### src/rtl/cpu_pkg.sv
// Constants and types shared by the instruction-side blocks of the single-cycle CPU:
// the PC register, the instruction memory, the datapath and the program loader.
package cpu_pkg;

  localparam int ADDR_W         = 12;
  localparam int INSTR_W        = 19;
  localparam int HDR_BYTES      = 2;
  localparam int BYTES_PER_WORD = 3;

  typedef enum logic [3:0] {
    IDLE,
    HDR_LO,
    HDR_HI,
    B0,
    B1,
    B2,
    WRITE,
    DONE,
    ERROR
  } loader_state_t;

  // States in which the loader is waiting for a stream byte.
  function automatic logic takes_byte(loader_state_t s);
    return (s == HDR_LO) || (s == HDR_HI) || (s == B0) || (s == B1) || (s == B2);
  endfunction

  // States in which a new load may begin.
  function automatic logic is_rest(loader_state_t s);
    return (s == IDLE) || (s == DONE) || (s == ERROR);
  endfunction

endpackage

### src/rtl/imem_loader.sv
// Program loader: unpacks a header plus 3-byte-per-word byte stream into
// 19-bit instruction words and drives the instruction memory write port.
module imem_loader
  import cpu_pkg::*;
#(
  parameter int                 ADDR_W    = cpu_pkg::ADDR_W,
  parameter int                 INSTR_W   = cpu_pkg::INSTR_W,
  parameter logic [ADDR_W-1:0]  BASE_ADDR = '0
) (
  input  logic               clk,
  input  logic               rst,
  input  logic               start,
  input  logic [7:0]         in_data,
  input  logic               in_valid,
  output logic               in_ready,
  output logic               wr_en,
  output logic [ADDR_W-1:0]  wr_addr,
  output logic [INSTR_W-1:0] wr_data,
  output logic               cpu_hold,
  output logic               busy,
  output logic               done,
  output logic               err
);

  loader_state_t     state, state_next;
  logic [ADDR_W-1:0] cnt;
  logic [ADDR_W-1:0] idx;
  logic [15:0]       word_lo;
  logic              xfer;

  assign xfer     = in_valid && in_ready;
  assign cpu_hold = busy;

  always_comb begin
    state_next = state;
    case (state)
      IDLE, DONE, ERROR: if (start) state_next = HDR_LO;
      HDR_LO:            if (xfer) state_next = HDR_HI;
      HDR_HI:            if (xfer) state_next = (in_data[7:4] != 4'd0) ? ERROR : B0;
      B0:                if (xfer) state_next = B1;
      B1:                if (xfer) state_next = B2;
      B2:                if (xfer) state_next = (in_data[7:3] != 5'd0) ? ERROR : WRITE;
      WRITE:             state_next = (idx == cnt) ? DONE : B0;
      default:           state_next = IDLE;
    endcase
  end

  // Status outputs are decoded from the next state so they are registered yet
  // line up exactly with the state they describe.
  always_ff @(posedge clk) begin
    if (rst) begin
      state    <= IDLE;
      in_ready <= 1'b0;
      busy     <= 1'b0;
      done     <= 1'b0;
      err      <= 1'b0;
      wr_en    <= 1'b0;
      wr_addr  <= '0;
      wr_data  <= '0;
      cnt      <= '0;
      idx      <= '0;
      word_lo  <= '0;
    end else begin
      state    <= state_next;
      in_ready <= takes_byte(state_next);
      busy     <= !is_rest(state_next);
      done     <= (state_next == DONE);
      err      <= (state_next == ERROR);
      wr_en    <= (state_next == WRITE);
      case (state)
        IDLE, DONE, ERROR: if (start) idx <= '0;
        HDR_LO:            if (xfer) cnt[7:0] <= in_data;
        HDR_HI:            if (xfer) cnt[ADDR_W-1:8] <= in_data[ADDR_W-9:0];
        B0:                if (xfer) word_lo[7:0] <= in_data;
        B1:                if (xfer) word_lo[15:8] <= in_data;
        B2: begin
          if (xfer && (in_data[7:3] == 5'd0)) begin
            wr_addr <= BASE_ADDR + idx;
            wr_data <= {in_data[2:0], word_lo};
          end
        end
        WRITE:             if (idx != cnt) idx <= idx + 1'b1;
        default: ;
      endcase
    end
  end

endmodule
### config.mk
export PLATFORM = sky130hd
export DESIGN_NAME = imem_loader
export DESIGN_NICKNAME = d
export VERILOG_FILES = /design/src/rtl/cpu_pkg.sv /design/src/rtl/imem_loader.sv
export SDC_FILE = /design/constraint.sdc
export NUM_CORES = 1
export LEC_CHECK = 0
export BUFFER_PORTS_ARGS = -buffer_cell sky130_fd_sc_hd__buf_2
export CORE_MARGIN = 4
export CORE_UTILIZATION = 45
export CTS_BUF_LIST = sky130_fd_sc_hd__clkbuf_4
export CTS_CLUSTER_DIAMETER = 100
export CTS_CLUSTER_SIZE = 12
export DETAILED_ROUTE_END_ITERATION = 8
export HOLD_SLACK_MARGIN = 0.12
export PLACE_DENSITY = 0.7
export SETUP_SLACK_MARGIN = 0.05
export SLEW_MARGIN = 40
export SYNTH_ARGS = -nofsm -noshare
export SYNTH_HDL_FRONTEND = slang
export SYNTH_SLANG_ARGS = --single-unit
export TNS_END_PERCENT = 5
### constraint.sdc
create_clock -name clk -period 1.8 [get_ports clk]
set_input_delay 0.36 -clock clk [delete_from_list [all_inputs] [get_ports clk]]
set_output_delay 0.36 -clock clk [all_outputs]
set_load 0.02 [all_outputs]
==> impl_metrics.ini <==
[detailed_routing]
first_pass_iters = 4
routed.top_layer = met4
wirelength_mm = 8.201
wl_met1_mm = 3.670
via_count = 3061
antenna_left = 0
drt-initial-drc-count = 146
wl_per_cell_microns = 14.09
drc = 0
route.met2.wl_mm = 4.039
viasPerCell = 5.259
wl_met3_microns = 413

[global_route]
grt_pass1_wl_mm = 13.41
antenna_found_initial = 0
grtUsageTotal = 0.1915
grt_max_degree = 40
overflow = 0
grt_pass1_vias = 2887

[clocking]
cts_tree = yes
clkLatencyLatePin_ns = 0.43
path_clk_slew_ns = 0.13
clock-sinks = 80
root_buffer = clkbuf_4
cts-buffers-inserted = 9
cts_buffer_depth = 2
cts.hold.buffers_added = 0
htreeDepth = 3

[final_layout]
area_delta_synth_final_pct = 26.05
final_cell_mix = nand2_1 (78), dfxtp_1 (68), buf_4 (50), buf_2 (48), a21oi_1 (44)
num_antenna_cells = 0
fin_area_sq_um = 4202
final_common_cell = nand2_1
layout-drive-gt1-share = 0.3168
final_cells = 582
post-route-util = 0.5824
final_nets = 491

[yosys]
async_flop_share = 0
synth.avg_cell_area_sq_um = 8.525
synth_seq_cells = 80
yosysWarningCount = 0
synth_top_area_cell = dfxtp_1
syn_inst = 391
yosysSeqAreaShare = 0.4805
synth_area_leaders = dfxtp_1 (48%), nand2_1 (8.8%), a21oi_1 (7.4%), mux2i_1 (6.6%), nor2_1 (3.7%)
syn-cell-area_sq_um = 3333
ys.flop_type = dfxtp_1
netlist.area_leader.share = 0.4805
syn_nets = 404
synth.distinct_cells = 46
synth_edf_count = 0

[die]
start_util = 0.4620
rows = 31
die_h_microns = 94.07
fp.dieW_microns = 94.07
pin_count = 49
core_area_sq_um = 7214
die-area_sq_um = 8848

[place]
finalWeightedCongestion = 0.8887
numPortBuffers = 48
dp_cells = 563
dpl_cell_area_sq_um = 3965
dp_hpwl_mm = 5.687

[pwr]
power_uw = 3052
irDropWorstVdd_mv = 0.4756
power_density_nw_per_um2 = 726.3
cellLeakagePower_uw = 0.001713

[sta]
finalWorstPathRequiredPeriod_ns = 1.715
final-hold-violation-count = 0
fmax_ghz = 0.5832
worstMarginPinSlew_ns = 0.4001
max_slew_margin = 0.7333
rsz0062_at_grt = true
fin_crit_sh = 0.9527
setup_viol = 0
maxSlewViolCount = 0
tns_ns = 0
final.setup_skew_ns = 0.02120

[status]
status = finished clean

[worst_setup_path]
critPathLaunchType = flop
end_kind = flop
worstPathRequired_ns = 2.17
crit_path_max_fanout = 9
worstPathArrival_ns = 2.09
crit_type = reg -> reg

[flow_run]
maxCapViolations = 0

[hold_path]
hp-class = in -> reg
[cells by family (layout without fill, tap and decap cells)]
group	Yosys count	count (layout)	share of synthesized area
and+or+nand+nor	169	169	0.2331
buffers and inverters	30	121	0.05142
muxes	22	22	0.06607
AOI/OAI and AO/OA	75	76	0.1284
xor gates and xnor gates	14	14	0.03679
DFF	80	80	0.4805
adders and majority gates	1	1	0.003753
[cell type report]
| cell class | count | area [sq um] |
|---|---|---|
| clock buffers | 9 | 67.56 |
| fillers | 665 | 3013 |
| multi-input cells | 282 | 1639 |
| repair buffers | 102 | 686.9 |
| well taps | 99 | 123.9 |
| flip-flops and latches | 80 | 1619 |
| inverters | 3 | 11.26 |
| clock inverters | 7 | 53.80 |
[flip-flops by register name, summed over array words and instances (netlist names)]
name and cells:
state 4, wr_data 19, wr_en 1, wr_addr 12
done 1, word_lo 16, busy 1, idx 12
err 1, cnt 12, in_ready 1
[critical path, stage by stage (launching register included)]
cell	delay, ns
dfxtp_2	0.35
buf_4	0.17
nor2_2	0.13
nand3_2	0.12
o21a_4	0.25
buf_4	0.14
or3_1	0.37
a21oi_2	0.14
[stage by stage]
| step | hold WS (ns) | worst slack (ns) |
|---|---|---|
| floorplan | 0.4312 | 0.08446 |
| finish | 0.2061 | 0.08522 |
| CTS | 0.1903 | 0.05049 |
| detailed placement | 0.4433 | -0.2093 |
| global route | 0.2084 | 0.006768 |
| global placement | 0.4415 | -0.1805 |
[synth_stat cells (2+ instances only)]
library cell  count
buf_2             5
mux2i_1          22
buf_4             6
nor3_1            2
and2_1            2
or3_1             9
nor2_1           33
a21oi_2           2
nor2_2            3
nor2b_1           2
o21ai_0          10
nor4_1            3
a31o_1            2
inv_1             3
buf_6             4
nand2_1          78
a21oi_1          49
dfxtp_1          80
and3_1            5
xnor2_1          13
nand3_1          18
nand3b_1          2
nand4_1           4
clkbuf_1         12
[timing repair]
action | in CTS | in global routing
cloned | 0 | 1
setup buffers | 1 | 2
gates resized for setup | 7 | 24
pin swaps | 3 | 8
endpoints found under the setup margin | 16 | 15
[report_power, final]
part | switching (uW) | internal (uW)
clock network | 656 | 292
logic | 171 | 135
registers | 11.8 | 1790
total | 839 | 2210
[per-layer routing]
layer,track usage,vias to the layer above
met1,0.2546,1453
met3,0.04888,8
li1,-,1508
met5,0,-
met4,0.05415,0
met2,0.3075,92
[worst paths after layout]
| check | start | slack, ns | end | cells after the start |
|---|---|---|---|---|
| worst max-delay path | state[0]$_SDFF_PP0_ | 0.09 | idx[5]$_SDFFE_PP0P_ | 7 |
| worst min-delay path | in_data[0] | 0.21 | wr_data[16]$_SDFFE_PP0P_ | 3 |
| worst max register to register | state[0]$_SDFF_PP0_ | 0.09 | idx[5]$_SDFFE_PP0P_ | 7 |
| worst min register to register | wr_data[12]$_SDFFE_PP0P_ | 0.46 | wr_data[12]$_SDFFE_PP0P_ | 2 |
Note: power is estimated with default switching activity, not from simulation.
